<file path="config.mk">
export PLATFORM = sky130hd
export DESIGN_NAME = board_led_ctrl
export DESIGN_NICKNAME = d
export VERILOG_FILES = /design/src/rtl/board_led_ctrl.sv
export SDC_FILE = /design/constraint.sdc
export NUM_CORES = 1
export LEC_CHECK = 0
export ABC_AREA = 0
export BUFFER_PORTS_ARGS = -buffer_cell sky130_fd_sc_hd__buf_2
export CAP_MARGIN = 20
export CORE_UTILIZATION = 56
export DETAILED_ROUTE_END_ITERATION = 16
export PLACE_DENSITY = 0.75
export SYNTH_ARGS = -nofsm -noshare
export SYNTH_HDL_FRONTEND = slang
export SYNTH_SLANG_ARGS = --single-unit
</file>
<file path="constraint.sdc">
create_clock -name sys_clk -period 1.9 [get_ports sys_clk]
set_input_delay 0.285 -clock sys_clk [delete_from_list [all_inputs] [get_ports sys_clk]]
set_output_delay 0.285 -clock sys_clk [all_outputs]
set_load 0.05 [all_outputs]
</file>
<file path="src/rtl/board_led_ctrl.sv">
// board_led_ctrl: heartbeat, blink and per-channel PWM LED driver.
// Define LED_CTRL_GAMMA_EN for square-law duty correction.
module board_led_ctrl #(
  parameter int CLK_FREQ_HZ = 25000000,
  parameter int CH_NUM      = 12,
  parameter int PWM_W       = 8,
  parameter int PRESC_DIV   = 4,
  parameter int BLINK_HZ    = 2,
  parameter int HB_HZ       = 1,
  localparam int CH_W = (CH_NUM > 1) ? $clog2(CH_NUM) : 1
) (
  input  logic              sys_clk,
  input  logic              sys_rst,
  input  logic              cfg_we,
  input  logic [CH_W-1:0]   cfg_ch,
  input  logic [1:0]        cfg_mode,
  input  logic [PWM_W-1:0]  cfg_duty,
  output logic [CH_NUM-1:0] led_o,
  output logic              heartbeat_o,
  output logic              frame_o
);

  localparam int BLINK_HALF = CLK_FREQ_HZ / (2 * BLINK_HZ);
  localparam int HB_HALF    = CLK_FREQ_HZ / (2 * HB_HZ);
  localparam int PS_W = (PRESC_DIV > 1) ? $clog2(PRESC_DIV) : 1;
  localparam int BL_W = (BLINK_HALF > 1) ? $clog2(BLINK_HALF) : 1;
  localparam int HB_W = (HB_HALF > 1) ? $clog2(HB_HALF) : 1;

  typedef enum logic [1:0] {
    M_OFF   = 2'd0,
    M_ON    = 2'd1,
    M_PWM   = 2'd2,
    M_BLINK = 2'd3
  } mode_e;

  logic [PS_W-1:0]  presc_q, presc_d;
  logic [PWM_W-1:0] pwm_q, pwm_d;
  logic [BL_W-1:0]  blink_q, blink_d;
  logic             bph_q, bph_d;
  logic [HB_W-1:0]  hb_cnt_q, hb_cnt_d;
  logic             hb_q, hb_d;
  logic             frame_q, frame_d;
  logic [CH_NUM-1:0] led_q, led_d;
  logic [CH_NUM-1:0] cmp;

  mode_e [CH_NUM-1:0]            sh_mode_q, sh_mode_d;
  mode_e [CH_NUM-1:0]            act_mode_q, act_mode_d;
  logic  [CH_NUM-1:0][PWM_W-1:0] sh_duty_q, sh_duty_d;
  logic  [CH_NUM-1:0][PWM_W-1:0] act_duty_q, act_duty_d;

  logic step, bound, bl_wrap, hb_wrap;

  function automatic logic [PWM_W-1:0] eff_duty(
    input logic [PWM_W-1:0] d
  );
`ifdef LED_CTRL_GAMMA_EN
    logic [2*PWM_W-1:0] w;
    w = (2*PWM_W)'(d) * (2*PWM_W)'(d)
      + (2*PWM_W)'({PWM_W{1'b1}});
    return w[2*PWM_W-1:PWM_W];
`else
    return d;
`endif
  endfunction

  // Prescaler, PWM counter, blink and heartbeat timebases
  always_comb begin
    step     = (presc_q == PS_W'(PRESC_DIV - 1));
    bound    = step && (pwm_q == {PWM_W{1'b1}});
    presc_d  = step ? '0 : presc_q + 1'b1;
    pwm_d    = step ? pwm_q + 1'b1 : pwm_q;
    frame_d  = bound;
    bl_wrap  = (blink_q == BL_W'(BLINK_HALF - 1));
    blink_d  = bl_wrap ? '0 : blink_q + 1'b1;
    bph_d    = bph_q ^ bl_wrap;
    hb_wrap  = (hb_cnt_q == HB_W'(HB_HALF - 1));
    hb_cnt_d = hb_wrap ? '0 : hb_cnt_q + 1'b1;
    hb_d     = hb_q ^ hb_wrap;
  end

  // Shadow writes, frame-aligned active load, LED compare
  always_comb begin
    sh_mode_d  = sh_mode_q;
    sh_duty_d  = sh_duty_q;
    act_mode_d = act_mode_q;
    act_duty_d = act_duty_q;
    cmp        = '0;
    led_d      = '0;
    for (int i = 0; i < CH_NUM; i++) begin
      if (bound) begin
        act_mode_d[i] = sh_mode_q[i];
        act_duty_d[i] = sh_duty_q[i];
      end
      if (cfg_we && (cfg_ch == CH_W'(i))) begin
        sh_mode_d[i] = mode_e'(cfg_mode);
        sh_duty_d[i] = cfg_duty;
      end
      cmp[i] = (pwm_q < eff_duty(act_duty_q[i]));
      unique case (act_mode_q[i])
        M_OFF:   led_d[i] = 1'b0;
        M_ON:    led_d[i] = 1'b1;
        M_PWM:   led_d[i] = cmp[i];
        M_BLINK: led_d[i] = cmp[i] & bph_q;
      endcase
    end
  end

  // State registers with synchronous reset
  always_ff @(posedge sys_clk) begin
    if (sys_rst) begin
      presc_q    <= '0;
      pwm_q      <= '0;
      blink_q    <= '0;
      bph_q      <= 1'b0;
      hb_cnt_q   <= '0;
      hb_q       <= 1'b0;
      frame_q    <= 1'b0;
      led_q      <= '0;
      sh_mode_q  <= {CH_NUM{M_OFF}};
      act_mode_q <= {CH_NUM{M_OFF}};
      sh_duty_q  <= '0;
      act_duty_q <= '0;
    end else begin
      presc_q    <= presc_d;
      pwm_q      <= pwm_d;
      blink_q    <= blink_d;
      bph_q      <= bph_d;
      hb_cnt_q   <= hb_cnt_d;
      hb_q       <= hb_d;
      frame_q    <= frame_d;
      led_q      <= led_d;
      sh_mode_q  <= sh_mode_d;
      act_mode_q <= act_mode_d;
      sh_duty_q  <= sh_duty_d;
      act_duty_q <= act_duty_d;
    end
  end

  assign led_o       = led_q;
  assign heartbeat_o = hb_q;
  assign frame_o     = frame_q;

endmodule

</file>
# [Word-level counts from Yosys, hierarchy flattened]
# Index checks and enable logic that the tools add are counted.
[classes] muxes=12 bitwise=14 n_lt_le_gt_ge=12 add_sub_neg=4 n_reduce_logical=29 eq_ne=51
[op_table] cell="$lt A8 B8 Y1" count=12
[op_table] cell="$eq A2 B2 Y1 const B" count=25
[op_table] cell="$pmux W1 S4" count=12
[op_table] cell="$add A24 B1 Y24 const B" count=1
[op_table] cell="$eq A2 B1 Y1 const B" count=12
[op_table] cell="$eq A24 B24 Y1 const B" count=1
[op_table] cell="$logic_not A2 Y1" count=12
[op_table] cell="$add A23 B1 Y23 const B" count=1
[op_table] cell="$eq A23 B23 Y1 const B" count=1
[op_table] cell="$eq A4 B3 Y1 const B" count=4
[op_table] cell="$eq A4 B4 Y1 const B" count=4
[op_table] cell="$logic_and A1 B1 Y1" count=13
[op_table] cell="$and A1 B1 Y1" count=12
[op_table] cell="$add A8 B1 Y8 const B" count=1
[op_table] cell="$eq A4 B2 Y1 const B" count=2
[op_table] cell="$eq A8 B8 Y1 const B" count=1
[op_table] cell="$reduce_or A2 Y1" count=3
[op_table] cell="$eq A4 B1 Y1 const B" count=1
[op_table] cell="$logic_not A4 Y1" count=1
[op_table] cell="$add A2 B1 Y2 const B" count=1
[op_table] cell="$xor A1 B1 Y1" count=2
[totals] in_bits=17 word_cells=178 out_inout_bits=14 register_bits=312

# [Longest topological paths before layout]
[logic_depth] word_depth=3 mapped_depth=9 depth_no_buf=6

# [Worst setup path after synthesis]
# Ideal clock, no wire load.
[synth_timing] kind="reg-to-reg" startpoint="register pwm_q[1]" endpoint="register act_duty_q[56] in the netlist's numbering" required_time_ns=1.768 setup_ns=0.132 arrival_time_ns=1.754 period_less_slack_ns=1.886 stages_incl_launch_ff=9 path_buffers=2 path_slack_ns=0.014 cell_sequence="dfxtp_1 -> ha_1 -> nand2_1 -> nor2_1 -> nand3_1 -> clkbuf_1 -> clkbuf_1 -> nand2_1 -> a21oi_1"
[synth_between] elab_chain_cells=2
[synth_rtl] element="from (decl)" line="37" rtl="logic [PWM_W-1:0] pwm_q, pwm_d;"
[synth_rtl] element="from (signal assigned)" line="125" rtl="pwm_q <= pwm_d;"
[synth_rtl] element="$eq A8 B8 Y1" line="69" rtl="bound = step && (pwm_q == {PWM_W{1'b1}});"
[synth_rtl] element="$logic_and A1 B1 Y1" line="69"
[synth_rtl] element="to (signal assigned)" line="135" rtl="act_duty_q <= act_duty_d;"
[synth_rtl] element="to (decl)" line="49" rtl="logic [CH_NUM-1:0][PWM_W-1:0] act_duty_q, act_duty_d;"
# Every way passes these cells.
# A chain may end at the register's enable or synchronous reset.

# [Worst setup path after layout]
[layout_timing] startpoint="register blink_q[0]" endpoint="register blink_q[16]"
[layout_between] elab_chain_cells=2 word_cells_on_any_way=3 cone_classes="1 x add/sub; 1 x eq/ne; 1 x reduce/logical"
[layout_rtl] element="from (decl)" line="38" rtl="logic [BL_W-1:0] blink_q, blink_d;"
[layout_rtl] element="from (signal assigned)" line="126" rtl="blink_q <= blink_d;"
[layout_rtl] element="parallel branches: the longest is 2 deep, another holds $add A23 B1 Y23"
# Parallel ways; which one is timed is not known.

==> metrics.cfg <==
[run_status]
status=completed

[cts]
htreeDepth=2
clkLatencyLatePin_ps=510
clk_pin_slew_worst_paths_ps=60
cts_tree=yes
hold_buffers=0
cts_buffers=34
clockBufferDepth=3
cts-root-buf=clkbuf_16
cts.sinks=312

[setup_path]
timing.rr.start=blink_q[0]$_SDFF_PP0_
crit_end=blink_q[16]$_SDFF_PP0_
path_cells=ha_1, nand3_2, nor4_2, and4_1, or2_1, buf_12, nor2_1
cp-end-kind=flop
arrival_ps=2230
rr_worst_depth=7
critPathKind=reg2reg
slowest_delay_ps=370
slowest_stage=dfxtp_1
crit_start=blink_q[0]$_SDFF_PP0_
r2r_slack_ps=70
cp-start-kind=flop
r2r-end=blink_q[16]$_SDFF_PP0_
critical_path.max_fanout=23
required_ps=2290

[drt]
ant_nets=0
via_per_inst=5.411
avgRoutedWirePerCell_microns=15.97
firstDrtPassIters=5
vias=10430
wl_microns=30780
drt_first_iter_violations=617
drc=0

[place]
pre_cts_slack_ps=101.5
gp_congestion=0.7915
portBuffers=30
hpwl_microns=18920

[floorplanning]
core_sq_um=23610
die_y_microns=157.5
dieArea_sq_um=24800
initial_utilization_pct=57.34
rows=56
die_x_microns=157.5
ios=31

[sta]
slew_viol_final=0
worst_slack_ps=68.31
setup_tns_ps=0
fin_crit_sh_pct=96.40
slew_headroom_pct=58.27
setup_viol=0
hold_viol_final=0
worst_pin_slew_ps=625.9
min_period_ps=1832
fmax_mhz=545.9
fin_skew_ps=14.21

[grt]
antenna_found_initial=0
grt_max_degree=78
grt_pass1_vias=10140
grt_overflow_total=0
grt_usage_pct=25.84
grt_pass1_wl_microns=50510

[logic_synthesis]
synth_top_area_share_pct=46.13
postSynthNetCount=1648
synth_cell_type_count=41
synth-edff-count=0
synth.largest_area_cell=dfxtp_1
yosys-top-cells-area=dfxtp_1, mux2i_1, ha_1
synth-async-reset-ratio_pct=0
seq_area_frac_synth_pct=46.13
synthesis.area_sq_um=13540
ys_warn_count=0
avgSynthCellArea_sq_um=8.775
syn_inst=1543
synth_top_flop_cell=dfxtp_1
ys_seq_elements=312

[final_layout]
final_nets=1687
post-route-util_pct=65.64
syn2layout_area_growth_pct=14.48
layout_common_cells=dfxtp_1, nand2_1, nor2_1
num-fill-cells=1910
drive_gt1_share_pct=9.950
num_antenna_cells=0
layout_commonest_cell=dfxtp_1

[worst_hold_path]
min-delay-path-class=in2reg
min_from=sys_rst

[pwr]
p_sw_mw=2.947
pwr-share-comb_pct=3.2
pwr-share-clk_pct=49.6
power.share.switching_pct=21.04
p_per_area_nw_per_um2=903.8
power.internal_mw=11.06
leakage_nw=6.067
irDropWorstVdd_mv=0.7927
p_seq_share_pct=47.3

[job]
max_cap_violations=0

synthesized netlist by cell type, types with 2 or more instances:
cell type and n:
dfxtp_1 312, nand2_1 262, nor2_1 202, a21oi_1 132, mux2i_1 121, inv_1 90, ha_1 88, clkbuf_1 53
xor2_1 29, buf_2 27, nand4_1 25, a211oi_1 23, xnor2_1 22, nand3_1 17, nand2b_1 15, nor3b_1 13
or3_1 13, a21o_1 12, a41o_1 11, nor2b_1 11, o21ai_0 11, and4_1 7, nor3_1 7, nor2_4 6
and3_1 5, nand3b_1 5, nor4_1 4, and2_1 3, nor4b_1 3, buf_6 2, or2_1 2
worst min-delay path by stage:
| stage | endpoint | slack [ps] | depth (start not counted) |
|---|---|---|---|
| CTS | sh_duty_q[64]$_SDFFE_PP0P_ | 250 | 3 |
| finish | heartbeat_o$_SDFF_PP0_ | 260 | 2 |
| global placement | presc_q[0]$_SDFF_PP0_ | 410 | 1 |
| floorplan | presc_q[0]$_SDFF_PP0_ | 400 | 1 |
| global route | sh_duty_q[56]$_SDFFE_PP0P_ | 270 | 3 |
| detailed placement | presc_q[0]$_SDFF_PP0_ | 420 | 1 |
final cells by class:
| class | instances | area (sq um) | share of cell area, % |
|---|---|---|---|
| multi-input cells | 1058 | 6618 | 42.69 |
| flip-flops and latches | 312 | 6246 | 40.30 |
| clock buffers | 47 | 1023 | 6.603 |
| repair buffers | 86 | 691.9 | 4.464 |
| well taps | 319 | 399.1 | 2.575 |
| inverters | 90 | 337.8 | 2.180 |
| clock inverters | 15 | 183.9 | 1.187 |
cells by family after synthesis:
logic type	count (synthesis)	synth area share, %
buf+inv	173	5.184
mux	122	9.029
compound gates	192	8.225
simple gates	605	20.00
flops	312	46.13
xor+xnor	51	3.299
fa+ha+maj	88	8.132
power by group through the flow:
stage / combinational, mW / sequential, mW / clock, mW
after floorplan: 0.269 / 6.76 / 0
after global placement: 0.430 / 6.76 / 0
after detailed placement: 0.440 / 6.77 / 0
after CTS: 0.442 / 6.62 / 7.06
after global routing: 0.475 / 6.62 / 7.34
final: 0.443 / 6.62 / 6.94
state kept, by name (all words and copies together) (netlist names):
| register | flops |
|---|---|
| sh_mode_q | 24 |
| act_mode_q | 24 |
| blink_q | 23 |
| bph_q | 1 |
| pwm_q | 8 |
| sh_duty_q | 96 |
| presc_q | 2 |
| led_o | 12 |
| heartbeat_o | 1 |
| frame_o | 1 |
| hb_cnt_q | 24 |
| act_duty_q | 96 |
critical path: cells and delay by family, from the launching register on:
family	cells	cell delay, ps
adders and majority gates	1	210
buffers and inverters	1	160
DFF	1	370
and+or+nand+nor	5	980
through the flow:
stage	instance area (sq um)	hold slack (ps)	instances	total power, mW
2_1_floorplan	13540	404.3	1543	7.029
3_3_place_gp	14280	412.6	1865	7.192
3_5_place_dp	14280	424.8	1865	7.205
4_1_cts	15490	245.5	1927	14.13
5_1_grt	15500	265.5	1927	14.44
6_report	15500	257.1	1927	14.01
timing repair:
action                     CTS  global route
resized for setup            0             2
setup buffers                0             0
setup endpoints to repair    0           113
layer usage:
layer | global-route usage (%) | vias up | routed length, microns
li1 | - | 5211 | -
met1 | 33.73 | 4965 | 14120
met2 | 43.76 | 201 | 14480
met3 | 3.469 | 50 | 1383
met4 | 8.830 | 0 | 799
met5 | 0 | - | 0
Power figures use the tool's default switching activity.
